## src/rtl/gpr_multi_if.sv

```systemverilog
// Bus bundle for gpr_multi: read ports, write-back port, issue port and scoreboard status.
interface gpr_multi_if #(
  parameter int DATA_W = 32,
  parameter int ADDR_W = 5,
  parameter int NUM_RD = 2
);
  logic [NUM_RD*ADDR_W-1:0] read_addr;
  logic [NUM_RD*DATA_W-1:0] read_data;
  logic [NUM_RD-1:0]        read_busy;
  logic [ADDR_W-1:0]        write;
  logic [DATA_W-1:0]        write_data;
  logic                     wd;
  logic [DATA_W/8-1:0]      wbe;
  logic                     issue_valid;
  logic [ADDR_W-1:0]        issue_addr;
  logic [ADDR_W:0]          busy_cnt;

  modport master (
    output read_addr, write, write_data, wd, wbe, issue_valid, issue_addr,
    input  read_data, read_busy, busy_cnt
  );

  modport slave (
    input  read_addr, write, write_data, wd, wbe, issue_valid, issue_addr,
    output read_data, read_busy, busy_cnt
  );
endinterface

```

## src/rtl/gpr_multi.sv

```systemverilog
// Multi-read-port register file with byte-enabled writes and a pending-write scoreboard.
// Optional write-through forwarding to the read ports when GPR_BYPASS_EN is defined.
module gpr_multi #(
  parameter int DATA_W = 32,
  parameter int ADDR_W = 5,
  parameter int NUM_RD = 2
) (
  input logic        clk,
  input logic        rst_n,
  gpr_multi_if.slave bus
);
  localparam int DEPTH  = 2**ADDR_W;
  localparam int NBYTES = DATA_W/8;

  logic [DATA_W-1:0] rgs_q [DEPTH];
  logic [DATA_W-1:0] rgs_d [DEPTH];
  logic [DEPTH-1:0]  busy_q, busy_d;
  logic [ADDR_W:0]   cnt_q, cnt_d;

  logic [DATA_W-1:0] merged;
  logic              wr_en, set_en, inc, dec;

  always_comb begin
    merged = rgs_q[bus.write];
    for (int unsigned i = 0; i < NBYTES; i++) begin
      if (bus.wbe[i]) merged[i*8 +: 8] = bus.write_data[i*8 +: 8];
    end

    wr_en  = bus.wd && (bus.write != '0);
    set_en = bus.issue_valid && (bus.issue_addr != '0);

    // Count only real transitions; a same-address set/clear leaves the bit set.
    inc = set_en && !busy_q[bus.issue_addr];
    dec = wr_en && busy_q[bus.write] && !(set_en && (bus.issue_addr == bus.write));
    cnt_d = cnt_q + {{ADDR_W{1'b0}}, inc} - {{ADDR_W{1'b0}}, dec};

    rgs_d = rgs_q;
    if (wr_en) rgs_d[bus.write] = merged;

    busy_d = busy_q;
    if (wr_en)  busy_d[bus.write]      = 1'b0;
    if (set_en) busy_d[bus.issue_addr] = 1'b1;
  end

  always_ff @(posedge clk or negedge rst_n) begin
    if (!rst_n) begin
      rgs_q  <= '{default: '0};
      busy_q <= '0;
      cnt_q  <= '0;
    end else begin
      rgs_q  <= rgs_d;
      busy_q <= busy_d;
      cnt_q  <= cnt_d;
    end
  end

  for (genvar k = 0; k < NUM_RD; k++) begin : g_rd
    logic [ADDR_W-1:0] ra;
    logic              hit;
    assign ra = bus.read_addr[k*ADDR_W +: ADDR_W];
`ifdef GPR_BYPASS_EN
    assign hit = wr_en && (ra == bus.write);
`else
    assign hit = 1'b0;
`endif
    assign bus.read_data[k*DATA_W +: DATA_W] =
      hit ? merged : ((ra == '0) ? '0 : rgs_q[ra]);
    assign bus.read_busy[k] =
      hit ? (set_en && (bus.issue_addr == bus.write)) : busy_q[ra];
  end

  assign bus.busy_cnt = cnt_q;
endmodule

```

## src/flat_wrapper.sv

```systemverilog
// flat-port wrapper written by rule: the top's interface ports become plain ports
module gpr_multi_flat 
#(
  parameter int DATA_W = 32,
  parameter int ADDR_W = 5,
  parameter int NUM_RD = 2
)
  (clk, rst_n, bus_read_addr, bus_write, bus_write_data, bus_wd, bus_wbe, bus_issue_valid, bus_issue_addr, bus_read_data, bus_read_busy, bus_busy_cnt);
  gpr_multi_if #(.DATA_W(DATA_W), .ADDR_W(ADDR_W), .NUM_RD(NUM_RD)) bus_i ();
  input logic clk;
  input logic rst_n;
  input wire logic [$bits(bus_i.read_addr)-1:0] bus_read_addr;
  input wire logic [$bits(bus_i.write)-1:0] bus_write;
  input wire logic [$bits(bus_i.write_data)-1:0] bus_write_data;
  input wire logic [$bits(bus_i.wd)-1:0] bus_wd;
  input wire logic [$bits(bus_i.wbe)-1:0] bus_wbe;
  input wire logic [$bits(bus_i.issue_valid)-1:0] bus_issue_valid;
  input wire logic [$bits(bus_i.issue_addr)-1:0] bus_issue_addr;
  output wire logic [$bits(bus_i.read_data)-1:0] bus_read_data;
  output wire logic [$bits(bus_i.read_busy)-1:0] bus_read_busy;
  output wire logic [$bits(bus_i.busy_cnt)-1:0] bus_busy_cnt;
  assign bus_i.read_addr = bus_read_addr;
  assign bus_i.write = bus_write;
  assign bus_i.write_data = bus_write_data;
  assign bus_i.wd = bus_wd;
  assign bus_i.wbe = bus_wbe;
  assign bus_i.issue_valid = bus_issue_valid;
  assign bus_i.issue_addr = bus_issue_addr;
  assign bus_read_data = bus_i.read_data;
  assign bus_read_busy = bus_i.read_busy;
  assign bus_busy_cnt = bus_i.busy_cnt;
  gpr_multi #(.DATA_W(DATA_W), .ADDR_W(ADDR_W), .NUM_RD(NUM_RD)) u_core (.clk(clk), .rst_n(rst_n), .bus(bus_i));
endmodule
```

## config.mk

```make
export PLATFORM = sky130hd
export DESIGN_NAME = gpr_multi_flat
export DESIGN_NICKNAME = d
export VERILOG_FILES = /design/src/rtl/gpr_multi_if.sv /design/src/rtl/gpr_multi.sv /design/src/flat_wrapper.sv
export SDC_FILE = /design/constraint.sdc
export NUM_CORES = 2
export LEC_CHECK = 0
export BUFFER_PORTS_ARGS = -buffer_cell sky130_fd_sc_hd__buf_2
export CORE_MARGIN = 3
export CORE_UTILIZATION = 60
export DETAILED_ROUTE_END_ITERATION = 16
export PLACE_DENSITY_LB_ADDON = 0.1
export SYNTH_ARGS = -nofsm -noshare
export SYNTH_HDL_FRONTEND = slang
export SYNTH_SLANG_ARGS = --single-unit
```

## constraint.sdc

```tcl
create_clock -name clk -period 9.5 [get_ports clk]
set_clock_uncertainty 0.1 [all_clocks]
set_input_delay 1.9 -clock clk [delete_from_list [all_inputs] [get_ports clk]]
set_output_delay 1.9 -clock clk [all_outputs]
set_load 0.02 [all_outputs]
```

==> summary.md <==
| Metric | Value |
|---|---|
| Run status | `completed` |
| Resized cells post-CTS | `0` |
| Post-CTS setup buffers | `0` |
| Sw Ratio | `roughly a third` |
| Initial drt markers | `7698` |
| Post-layout min period | `slightly below 7 ns` |
| Synth area leaders | `dfrtp_1 41%, mux4_2 23%, mux2i_1 7.6%` |
| Sequential share of the synthesized area | `40.8%` |
| Met3 global-route usage | `14.4%` |
| Final setup viols | `0` |
| Crit-path max FO | `60` |
| Setup TNS | `0 ns` |
| Layout cells sized above 1 | `between 30 and 40%` |
| Clk network pwr share | `32.8%` |
| Die width | `335 um` |
| CP Data Required Time | `7.50 ns` |
| FP Rows | `120` |
| CTS tree | `done` |
| Mapped Avg Cell Area | `between 10 and 15 um^2` |
| Critical Path Start Type | `input pin` |
| Clk slew on worst S/H paths | `approximately 0.060 ns` |
| GRT Overall Usage | `between 40% and 50%` |
| CP peak stage delay | `0.85 ns` |
| Period utilization | `~73%` |
| Max Cap Viol | `0` |
| Top Usage Layer GRT | `met2` |
| Antenna violations before repair | `16` |
| CP arrival | `a little under 5 ns` |
| Worst VDD drop | `between 0.15 and 0.2 mV` |
| Share of synthesized flip-flops with an asynchronous set or reset | `100%` |
| Syn Inst Count | `around 5300` |
| Switch Pwr | `4.67 mW` |
| Area growth, synth to finish | `7.98%` |
| RePlAce Congestion | `0.922` |
| Initial Utilization | `60.6%` |
| Largest area contributor in the netlist | `dfrtp_1` |
| Total Power | `14.7 mW` |
| CTS Hold Bufs | `0` |
| Register share of total power | `between 40% and 50%` |
| Fin Hold WS | `0.314 ns` |
| Most used DFF post-synth | `dfrtp_1` |
| CTS Sinks | `roughly 1100` |
| Crit end category | `primary output` |
| First-pass GRT wire length | `346000 um` |
| Critical path class | `in -> out` |
| Pleak | `30.5 nW` |
| Share of the synthesized area in the top cell type | `between 40% and 50%` |
| Routed length per placed instance | `roughly 36 um` |
| Antenna-violating nets left | `0` |
| Rel. slew slack | `12.5%` |
| Max Buffers Root-to-Sink | `3` |
| Netlist cell types | `79` |
| Post-Syn Area | `65100 um^2` |
| Core Util, Final | `65.5%` |
| Flop and latch count out of synthesis | `1062` |
| Fin. max-slew vios | `0` |
| Die area | `112000 um^2` |
| Root buf cell | `clkbuf_16` |
| Count of final hold-check violations | `0` |
| CTS buffer count | `119` |
| DRC | `0` |
| Slowest CP cell | `or3_2` |
| Number of global-route vias before repair | `approximately 49000` |
| Synth Net Count | `5350` |
| Met2 GRT Util | `59.9%` |
| GR Util met1 | `59.0%` |
| Routed WL | `239000 um` |
| Post-DP HPWL | `142000 um` |
| Clock latency on the worst-skew pair | `0.73 ns` |
| P_int | `10.0 mW` |
| Post-synth EDFFs | `0` |
| GRT overflow | `0` |
| Core area | `~110000 um^2` |
| Hold Crit Class | `reg -> reg` |
| RSZ-0062 raised after global routing | `false` |
| Yosys Warn Count | `0` |
| Final nets | `5154` |
| Worst slew pin tran | `between 1 and 1.5 ns` |
| Combinational Power Share | `about a quarter` |
| DRT Pass-1 Iters | `8` |
| Power per cell area | `209 nW/um^2` |
| Total number of vias | `49929` |
| Synth top cells by count | `1062 x dfrtp_1, 722 x nand2_1, 660 x mux4_2` |
| I/O Buffers | `~130` |
| IO Pins | `132` |
| Largest net degree at the start of global routing | `153` |
| Most common cell in the netlist | `dfrtp_1` |
| Vias per cell | `7.56` |
| Worst path cell trace | `buf_8 -> nor3_1 -> or3_2 -> buf_4 -> o22ai_1 -> a21o_1 -> buf_2` |
| Fmax | `144 MHz` |
| Chip Height | `335 um` |
| # H-tree levels | `3` |
[worst max-delay path: cells and delay by family]
kind	cells	cell delay, ns
compound gates	2	0.70
buf+inv	3	1.30
simple gates	2	0.97
[state kept, by name (all words and copies together) (netlist names)]
name,count
u_core.rgs_q,1024
u_core.busy_q,32
u_core.bus.busy_cnt,6
[per-layer routing]
metal / share of wire, % / up-vias
li1: - / 19923
met1: 37 / 25460
met2: 42 / 3718
met3: 14 / 820
met4: 6.6 / 8
met5: 0.11 / -
[power by group through the flow]
stage | registers [mW] | clock network (mW) | logic [mW]
after global placement | 6.16 | 0 | 3.56
after CTS | 6.14 | 4.83 | 3.65
after floorplan | 5.97 | 0 | 2.76
after detailed placement | 6.22 | 0 | 3.63
final | 6.19 | 4.82 | 3.70
after global routing | 6.29 | 5.03 | 3.95
[cells by family after synthesis]
| group | synth area share (%) |
|---|---|
| buffers and inverters | 4.77 |
| DFF | 40.8 |
| xor gates and xnor gates | 0.135 |
| and+or+nand+nor | 6.37 |
| adders and majority gates | 0.146 |
| muxes | 36.2 |
| AOI/OAI and AO/OA | 11.6 |
[final cells by class]
cell class,count,area [um^2]
clock inverter,46,543
tap,1403,1760
antenna,15,37.5
sequential,1062,26600
fill,8133,37100
timing repair buffer,274,1950
clock buffer,172,3510
inverter,17,63.8
multi-input combinational,3613,35800
[final timing paths]
path | from | endpoint | slack [ns] | depth (start not counted)
setup / recovery | bus_read_addr[0] | bus_read_data[16] | 2.56 | 7
hold / removal | u_core.rgs_q[1011]$_DFFE_PN0P_ | u_core.rgs_q[1011]$_DFFE_PN0P_ | 0.31 | 0
setup reg to reg | u_core.busy_q[31]$_DFF_PN0_ | u_core.bus.busy_cnt[5]$_DFF_PN0_ | 6.11 | 11
hold reg to reg | u_core.rgs_q[1011]$_DFFE_PN0P_ | u_core.rgs_q[1011]$_DFFE_PN0P_ | 0.31 | 0
max in group asynchronous | rst_n | u_core.rgs_q[373]$_DFFE_PN0P_ | 6.10 | 3
min in group asynchronous | rst_n | u_core.rgs_q[140]$_DFFE_PN0P_ | 1.11 | 1
[cells in the final DEF, fill, tap and decap left out, types with 20 or more instances in the layout]
master     count
nor2b_1       31
o21ai_0      135
mux4_2       660
o21ai_2       42
o21ai_1      470
a211oi_1      20
clkbuf_16    122
buf_4        134
nand2_1      698
nor2_1        45
mux2_2       334
clkbuf_8      27
a22oi_1       33
buf_2        120
dfrtp_1     1062
a32o_1        66
mux2i_1      491
o22ai_1      208
a22o_1        30
a21o_1        65
clkinv_2      26
nor3_1        22
clkbuf_1      23
[through the flow]
stage          cell area (um^2)  worst slack (ns)  instances
2_1_floorplan             65100              3.50       5283
3_3_place_gp              66200              2.67       6369
3_5_place_dp              66200              2.65       6369
4_1_cts                   70200              2.65       6587
5_1_grt                   70300              2.49       6596
6_report                  70300              2.56       6602
Power figures use the tool's default switching activity.
